==> src/rtl/phy_tx_if.sv <==
// Byte stream from the TX control mux into the USB PHY transmit stage.
interface phy_tx_if;
  logic       sop;
  logic       eop;
  logic       valid;
  logic       ready;
  logic [7:0] data;
  logic       cancle;

  modport master (output sop, eop, valid, data, cancle, input ready);
  modport slave  (input sop, eop, valid, data, cancle, output ready);
endinterface

==> src/rtl/phy_tx.sv <==
// USB full-speed transmit serialiser: prepends SYNC, bit-stuffs, NRZI-encodes,
// appends EOP and drives the differential line from the TX mux byte stream.
module phy_tx #(
  parameter int BIT_DIV = 4
) (
  input  logic    clk,
  input  logic    rst_n,
  phy_tx_if.slave tx_lp,
  output logic    usb_dp,
  output logic    usb_dm,
  output logic    usb_oe,
  output logic    tx_done,
  output logic    tx_err
);
  localparam int DW = $clog2(BIT_DIV);
  localparam logic [DW-1:0] DIV_MAX = DW'(BIT_DIV - 1);
  localparam logic [DW-1:0] DIV_ONE = DW'(1);

  typedef enum logic [2:0] {
    S_IDLE  = 3'd0,
    S_SYNC  = 3'd1,
    S_DATA  = 3'd2,
    S_ABORT = 3'd3,
    S_EOP   = 3'd4
  } state_e;

  state_e         state_q, state_d;
  logic [DW-1:0]  div_q, div_d;
  logic [7:0]     hold_q, hold_d;
  logic           hold_full_q, hold_full_d;
  logic           last_taken_q, last_taken_d;
  logic           abort_q, abort_d;
  logic [7:0]     shift_q, shift_d;
  logic [2:0]     bit_cnt_q, bit_cnt_d;
  logic [2:0]     ones_q, ones_d;
  logic           dp_q, dp_d;
  logic           dm_q, dm_d;
  logic           oe_q, oe_d;
  logic           done_q, done_d;
  logic           err_q, err_d;

  logic tick_s, ready_s, acc_s, stuff_s, byte_end_s;
  logic nxt_bit_s, drive_s;

  // A 0 toggles J<->K, a 1 holds the line; the line is always J or K here.
  function automatic logic [1:0] nrzi(input logic bit_v, input logic dp_v);
    logic [1:0] line_v;
    if (bit_v) begin
      line_v = {dp_v, ~dp_v};
    end else begin
      line_v = {~dp_v, dp_v};
    end
    return line_v;
  endfunction

  assign tick_s     = (state_q != S_IDLE) && (div_q == DIV_MAX);
  assign ready_s    = (state_q == S_IDLE) ||
                      (((state_q == S_SYNC) || (state_q == S_DATA)) && !hold_full_q && !last_taken_q);
  assign acc_s      = tx_lp.valid && ready_s;
  assign stuff_s    = tick_s && ((state_q == S_SYNC) || (state_q == S_DATA)) && (ones_q == 3'd6);
  assign byte_end_s = tick_s && !stuff_s && (bit_cnt_q == 3'd7);

  // State and datapath registers.
  always_ff @(posedge clk or negedge rst_n) begin
    if (!rst_n) begin
      state_q      <= S_IDLE;
      div_q        <= '0;
      hold_q       <= 8'h00;
      hold_full_q  <= 1'b0;
      last_taken_q <= 1'b0;
      abort_q      <= 1'b0;
      shift_q      <= 8'h00;
      bit_cnt_q    <= 3'd0;
      ones_q       <= 3'd0;
      dp_q         <= 1'b1;
      dm_q         <= 1'b0;
      oe_q         <= 1'b0;
      done_q       <= 1'b0;
      err_q        <= 1'b0;
    end else begin
      state_q      <= state_d;
      div_q        <= div_d;
      hold_q       <= hold_d;
      hold_full_q  <= hold_full_d;
      last_taken_q <= last_taken_d;
      abort_q      <= abort_d;
      shift_q      <= shift_d;
      bit_cnt_q    <= bit_cnt_d;
      ones_q       <= ones_d;
      dp_q         <= dp_d;
      dm_q         <= dm_d;
      oe_q         <= oe_d;
      done_q       <= done_d;
      err_q        <= err_d;
    end
  end

  // Next-state logic.
  always_comb begin
    state_d = state_q;
    case (state_q)
      S_IDLE: begin
        if (acc_s && tx_lp.sop && !tx_lp.cancle) begin
          state_d = S_SYNC;
        end else begin
          state_d = S_IDLE;
        end
      end
      S_SYNC: begin
        if (byte_end_s) begin
          state_d = S_DATA;
        end else begin
          state_d = S_SYNC;
        end
      end
      S_DATA: begin
        if (byte_end_s) begin
          if (abort_q) begin
            state_d = S_ABORT;
          end else if (hold_full_q) begin
            state_d = S_DATA;
          end else begin
            state_d = S_EOP;
          end
        end else begin
          state_d = S_DATA;
        end
      end
      S_ABORT: begin
        if (tick_s && (bit_cnt_q == 3'd6)) begin
          state_d = S_EOP;
        end else begin
          state_d = S_ABORT;
        end
      end
      S_EOP: begin
        if (tick_s && (bit_cnt_q == 3'd2)) begin
          state_d = S_IDLE;
        end else begin
          state_d = S_EOP;
        end
      end
      default: state_d = S_IDLE;
    endcase
  end

  // Datapath, bit sequencing and line output values.
  always_comb begin
    hold_d       = hold_q;
    hold_full_d  = hold_full_q;
    last_taken_d = last_taken_q;
    abort_d      = abort_q;
    shift_d      = shift_q;
    bit_cnt_d    = bit_cnt_q;
    ones_d       = ones_q;
    dp_d         = dp_q;
    dm_d         = dm_q;
    oe_d         = oe_q;
    done_d       = 1'b0;
    err_d        = 1'b0;
    nxt_bit_s    = 1'b1;
    drive_s      = 1'b0;

    if (state_q == S_IDLE) begin
      div_d = '0;
    end else begin
      div_d = tick_s ? '0 : div_q + DIV_ONE;
    end

    // A cancelled byte is never stored; it only schedules the abort.
    if (acc_s && tx_lp.cancle) begin
      if (state_q != S_IDLE) begin
        last_taken_d = 1'b1;
        abort_d      = 1'b1;
      end else begin
        abort_d      = 1'b0;
      end
    end else if (acc_s && (tx_lp.sop || (state_q != S_IDLE))) begin
      hold_d       = tx_lp.data;
      hold_full_d  = 1'b1;
      last_taken_d = tx_lp.eop;
    end else begin
      hold_full_d  = hold_full_q;
    end

    case (state_q)
      S_IDLE: begin
        bit_cnt_d = 3'd0;
        ones_d    = 3'd0;
        if (state_d == S_SYNC) begin
          dp_d = 1'b0;
          dm_d = 1'b1;
          oe_d = 1'b1;
        end else begin
          dp_d = 1'b1;
          dm_d = 1'b0;
          oe_d = 1'b0;
        end
      end
      S_SYNC, S_DATA: begin
        if (stuff_s) begin
          {dp_d, dm_d} = nrzi(1'b0, dp_q);
          ones_d       = 3'd0;
        end else if (tick_s && (bit_cnt_q != 3'd7)) begin
          bit_cnt_d = bit_cnt_q + 3'd1;
          shift_d   = shift_q >> 1;
          nxt_bit_s = (state_q == S_SYNC) ? (bit_cnt_q == 3'd6) : shift_q[1];
          drive_s   = 1'b1;
        end else if (tick_s && (state_d == S_DATA)) begin
          shift_d     = hold_q;
          hold_full_d = 1'b0;
          bit_cnt_d   = 3'd0;
          nxt_bit_s   = hold_q[0];
          drive_s     = 1'b1;
        end else if (tick_s && (state_d == S_ABORT)) begin
          bit_cnt_d = 3'd0;
          ones_d    = 3'd0;
        end else if (tick_s) begin
          bit_cnt_d = 3'd0;
          ones_d    = 3'd0;
          dp_d      = 1'b0;
          dm_d      = 1'b0;
          err_d     = !last_taken_q;
        end else begin
          bit_cnt_d = bit_cnt_q;
        end
      end
      S_ABORT: begin
        if (tick_s && (bit_cnt_q == 3'd6)) begin
          bit_cnt_d = 3'd0;
          dp_d      = 1'b0;
          dm_d      = 1'b0;
        end else if (tick_s) begin
          bit_cnt_d = bit_cnt_q + 3'd1;
        end else begin
          bit_cnt_d = bit_cnt_q;
        end
      end
      S_EOP: begin
        if (tick_s) begin
          case (bit_cnt_q)
            3'd0: bit_cnt_d = 3'd1;
            3'd1: begin
              bit_cnt_d = 3'd2;
              dp_d      = 1'b1;
              dm_d      = 1'b0;
            end
            default: begin
              bit_cnt_d    = 3'd0;
              dp_d         = 1'b1;
              dm_d         = 1'b0;
              oe_d         = 1'b0;
              done_d       = 1'b1;
              hold_full_d  = 1'b0;
              last_taken_d = 1'b0;
              abort_d      = 1'b0;
            end
          endcase
        end else begin
          bit_cnt_d = bit_cnt_q;
        end
      end
      default: begin
        bit_cnt_d = 3'd0;
      end
    endcase

    if (drive_s) begin
      {dp_d, dm_d} = nrzi(nxt_bit_s, dp_q);
      ones_d       = nxt_bit_s ? (ones_q + 3'd1) : 3'd0;
    end else begin
      drive_s = 1'b0;
    end
  end

  assign tx_lp.ready = ready_s;
  assign usb_dp      = dp_q;
  assign usb_dm      = dm_q;
  assign usb_oe      = oe_q;
  assign tx_done     = done_q;
  assign tx_err      = err_q;
endmodule

==> src/flat_wrapper.sv <==
// flat-port wrapper written by rule: the top's interface ports become plain ports
module phy_tx_flat 
#(
  parameter int BIT_DIV = 4
)
  (clk, rst_n, usb_dp, usb_dm, usb_oe, tx_done, tx_err, tx_lp_sop, tx_lp_eop, tx_lp_valid, tx_lp_data, tx_lp_cancle, tx_lp_ready);
  phy_tx_if tx_lp_i ();
  input  logic clk;
  input  logic rst_n;
  output logic usb_dp;
  output logic usb_dm;
  output logic usb_oe;
  output logic tx_done;
  output logic tx_err;
  input wire logic [$bits(tx_lp_i.sop)-1:0] tx_lp_sop;
  input wire logic [$bits(tx_lp_i.eop)-1:0] tx_lp_eop;
  input wire logic [$bits(tx_lp_i.valid)-1:0] tx_lp_valid;
  input wire logic [$bits(tx_lp_i.data)-1:0] tx_lp_data;
  input wire logic [$bits(tx_lp_i.cancle)-1:0] tx_lp_cancle;
  output wire logic [$bits(tx_lp_i.ready)-1:0] tx_lp_ready;
  assign tx_lp_i.sop = tx_lp_sop;
  assign tx_lp_i.eop = tx_lp_eop;
  assign tx_lp_i.valid = tx_lp_valid;
  assign tx_lp_i.data = tx_lp_data;
  assign tx_lp_i.cancle = tx_lp_cancle;
  assign tx_lp_ready = tx_lp_i.ready;
  phy_tx #(.BIT_DIV(BIT_DIV)) u_core (.clk(clk), .rst_n(rst_n), .tx_lp(tx_lp_i), .usb_dp(usb_dp), .usb_dm(usb_dm), .usb_oe(usb_oe), .tx_done(tx_done), .tx_err(tx_err));
endmodule
==> config.mk <==
export PLATFORM = sky130hd
export DESIGN_NAME = phy_tx_flat
export DESIGN_NICKNAME = d
export VERILOG_FILES = /design/src/rtl/phy_tx_if.sv /design/src/rtl/phy_tx.sv /design/src/flat_wrapper.sv
export SDC_FILE = /design/constraint.sdc
export NUM_CORES = 1
export LEC_CHECK = 0
export CAP_MARGIN = 40
export CORE_ASPECT_RATIO = 0.9
export CORE_MARGIN = 1.5
export CORE_UTILIZATION = 59
export CTS_BUF_LIST = sky130_fd_sc_hd__clkbuf_4 sky130_fd_sc_hd__clkbuf_8
export DETAILED_ROUTE_END_ITERATION = 10
export PLACE_DENSITY = 0.86
export REMOVE_ABC_BUFFERS = 1
export SLEW_MARGIN = 10
export SYNTH_ARGS = -nofsm -noshare
export SYNTH_HDL_FRONTEND = slang
export SYNTH_SLANG_ARGS = --single-unit
==> constraint.sdc <==
create_clock -name clk -period 3.1 [get_ports clk]
set_input_delay 0.31 -clock clk [delete_from_list [all_inputs] [get_ports clk]]
set_output_delay 0.31 -clock clk [all_outputs]
set_load 0.005 [all_outputs]
==> impl_metrics.py <==
metrics = {
    "synthesis": {
        "yosysWarnings": 0,
        "async_reset_ff_frac": 1.00,
        "synth_top_area_cell": "dfrtp_1",
        "netlist_top_cells_count": "33 x dfrtp_1, 18 x nand2_1, 11 x inv_1, 10 x a21oi_1, 10 x nor2_1",
        "yosysMostFrequentCell": "dfrtp_1",
        "synth_seq_area_share": 0.433,
        "netlist_instances": 196,
        "ys_ff_latch": 34,
        "synth_area_per_cell_um2": 10.0,
        "synth_cell_types": 49,
        "synth_top_area_share": 0.420,
        "synth_edf_count": 0,
        "synth_top_flop_cell": "dfrtp_1",
        "syn-cell-area_mm2": 0.00197,
        "ys_top_cells_by_area": "dfrtp_1 42%, mux2_4 6.1%, ha_1 5.7%, mux2i_1 4.6%, nand2_1 3.4%",
    },
    "sta": {
        "finalSetupViolCount": 0,
        "clock_skew_ns": 0.00649,
        "rsz0062_at_grt": "false",
        "max_freq_mhz": 398,
        "fin_crit_ns": 2.51,
        "min_period_over_period": 0.811,
        "hold_viol": 0,
        "tightest_slew_ns": 0.548,
        "fin_tns_setup_ns": 0,
        "slew_headroom": 0.635,
        "final_max_slew_viol_count": 0,
    },
    "route": {
        "post_drt_wl_per_cell_um": 16.4,
        "drt.antenna.violating_nets": 0,
        "vias": 1534,
        "wirelength_um": 4260,
        "dr.pass1.iters": 4,
        "drtIter0Drc": 92,
        "viasPerCell": 5.90,
        "drc_errors": 0,
    },
    "cells_and_area": {
        "final_area_mm2": 0.00228,
        "drive_above_1_share": 0.124,
        "syn2layout_area_growth_pct": 15.8,
        "nets": 240,
        "antennaDiodeCount": 0,
    },
    "die": {
        "die_h_um": 57.8,
        "die-width_um": 63.8,
        "fp.dieArea_mm2": 0.00369,
        "initial_core_util": 0.631,
        "boundaryPins": 20,
        "row_count": 19,
        "core_area_mm2": 0.00311,
    },
    "grt": {
        "grt_pass1_wl_um": 7090,
        "grt_pass1_vias": 1510,
        "antenna_found_initial": 0,
        "grtUsageTotal": 0.255,
        "grt_max_degree": 35,
        "grt_overflow": 0,
    },
    "pwr": {
        "p_leak_nw": 1.02,
        "p_per_area_mw_per_mm2": 699,
        "seq_power_share": 0.427,
        "power_frac_clock": 0.218,
        "intPower_w": 0.00107,
        "sw_frac_of_total": 0.330,
        "combPwrFrac": 0.355,
        "ir_drop_uv": 473,
        "switchingPower_w": 0.000525,
    },
    "worst_setup_path": {
        "critical_path.max_fanout": 7,
        "cp-end-kind": "flip-flop",
        "crit_arrival_ns": 2.69,
        "path_class": "flip-flop to flip-flop",
        "cp_data_required_time_ns": 3.28,
        "critical_path.startpoint_type": "flip-flop",
    },
    "clock_tree": {
        "clk_pin_slew_ns": 0.07,
        "hold_buffers": 0,
        "cts-resized-gates": 0,
        "cts_max_level": 2,
        "clock_latency_ns": 0.29,
        "cts.sinks": 34,
        "clockBufferDepth": 2,
        "numCtsBuffers": 5,
        "cts_root_buf": "clkbuf_8",
        "cts_tree": "done",
        "cts_setup_buffers": 0,
    },
    "min_path": {
        "hold_path_class": "primary input to async pin",
    },
    "placed_design": {
        "hpwl_um": 2980,
        "io_buffers": 19,
        "place_congestion": 0.869,
        "place_area_mm2": 0.00218,
    },
    "flow_run": {
        "max_cap_violations": 0,
    },
    "run_status": {
        "status": "completed",
    },
}
layout make-up:
cell class	count	area [um^2]
inverter	12	45.0
fill	216	838
clock inverter	1	5.00
timing repair buffer	23	220
multi-input combinational	141	1010
sequential	34	852
tap	42	52.6
clock buffer	7	90.1
metal layers:
layer / routed length (um) / GRT usage / up-vias
li1: - / - / 736
met1: 1990 / 0.357 / 733
met3: 286 / 0.0602 / 4
met2: 1920 / 0.378 / 61
met5: 0 / 0 / -
met4: 55 / 0.118 / 0
worst max-delay path, stage by stage (launching register included):
cell      delay (ns)
dfrtp_1         0.43
ha_1            0.18
ha_1            0.33
nor4bb_1        0.37
a21oi_1         0.12
o21ai_1         0.25
o21ai_2         0.11
nand2_1         0.14
nor2_1          0.07
ha_1            0.27
nand3_1         0.07
nand3_1         0.07
sequential cells by signal, summed over array words and instances, names as in the netlist:
name and flops:
u_core.hold_q 8, u_core.usb_dm 1, u_core.ones_q 3, u_core.div_q 2, u_core.last_taken_q 1, u_core.hold_full_q 1
u_core.shift_q 7, u_core.tx_err 1, u_core.usb_oe 1, u_core.usb_dp 1, u_core.abort_q 1, u_core.state_q 3
u_core.bit_cnt_q 3, u_core.tx_done 1
through the flow:
step	setup WS (ns)	hold WS, ns	utilization	total power, W	cells
final	0.585	0.431	0.731	0.00159	260
after global routing	0.346	0.449	0.731	0.00169	260
after CTS	0.626	0.437	0.731	0.00159	260
after detailed placement	0.641	0.429	0.700	0.00124	252
after global placement	0.732	0.422	0.700	0.00120	252
after floorplan	0.277	0.0144	-	0.00106	187
cell families (layout without fill, tap and decap cells):
family	after synthesis	in the layout	synth area share
AO/OA/AOI/OAI	49	49	0.160
multiplexers	20	20	0.124
adder cells (fa/ha/maj)	9	9	0.0573
flip-flops	34	34	0.433
buffers and inverters	21	43	0.0522
AND/OR/NAND/NOR	63	63	0.173
path summary, 6_finish.rpt:
check	startpoint	end	slack [ns]	cells past startpoint
max in group asynchronous	rst_n	u_core.usb_dp$_DFFE_PN1P_	2.34	2
setup / recovery	u_core.bit_cnt_q[0]$_DFFE_PN0P_	u_core.usb_dm$_DFFE_PN0P_	0.59	11
hold / removal	rst_n	u_core.shift_q[4]$_DFFE_PN0P_	0.43	2
min in group clk	u_core.div_q[0]$_DFF_PN0_	u_core.div_q[0]$_DFF_PN0_	0.43	1
setup reg to reg	u_core.bit_cnt_q[0]$_DFFE_PN0P_	u_core.usb_dm$_DFFE_PN0P_	0.59	11
hold reg to reg	u_core.div_q[0]$_DFF_PN0_	u_core.div_q[0]$_DFF_PN0_	0.43	1
layout by cell type (no fill, tap or decap), types with 3 or more instances in the layout:
master,n
nand3b_1,3
a21oi_1,10
nand2b_1,6
nor2b_1,5
nor3_1,3
mux2i_1,9
clkbuf_8,6
dfrtp_1,33
nor2_1,10
clkdlybuf4s50_1,19
inv_1,11
o21ai_0,6
nand3_1,4
mux2_4,8
ha_1,9
a31oi_1,9
o21ai_1,5
buf_4,4
nand2_1,18
o22ai_1,3
power groups by stage:
stage	sequential (W)	combinational, W	clock, W
3_3_place_gp	0.000673	0.000531	0
4_1_cts	0.000678	0.000564	0.000352
2_1_floorplan	0.000654	0.000407	0
5_1_grt	0.000693	0.000629	0.000367
3_5_place_dp	0.000683	0.000559	0
6_report	0.000680	0.000565	0.000347
No activity file was read; power rests on OpenSTA's default activity.
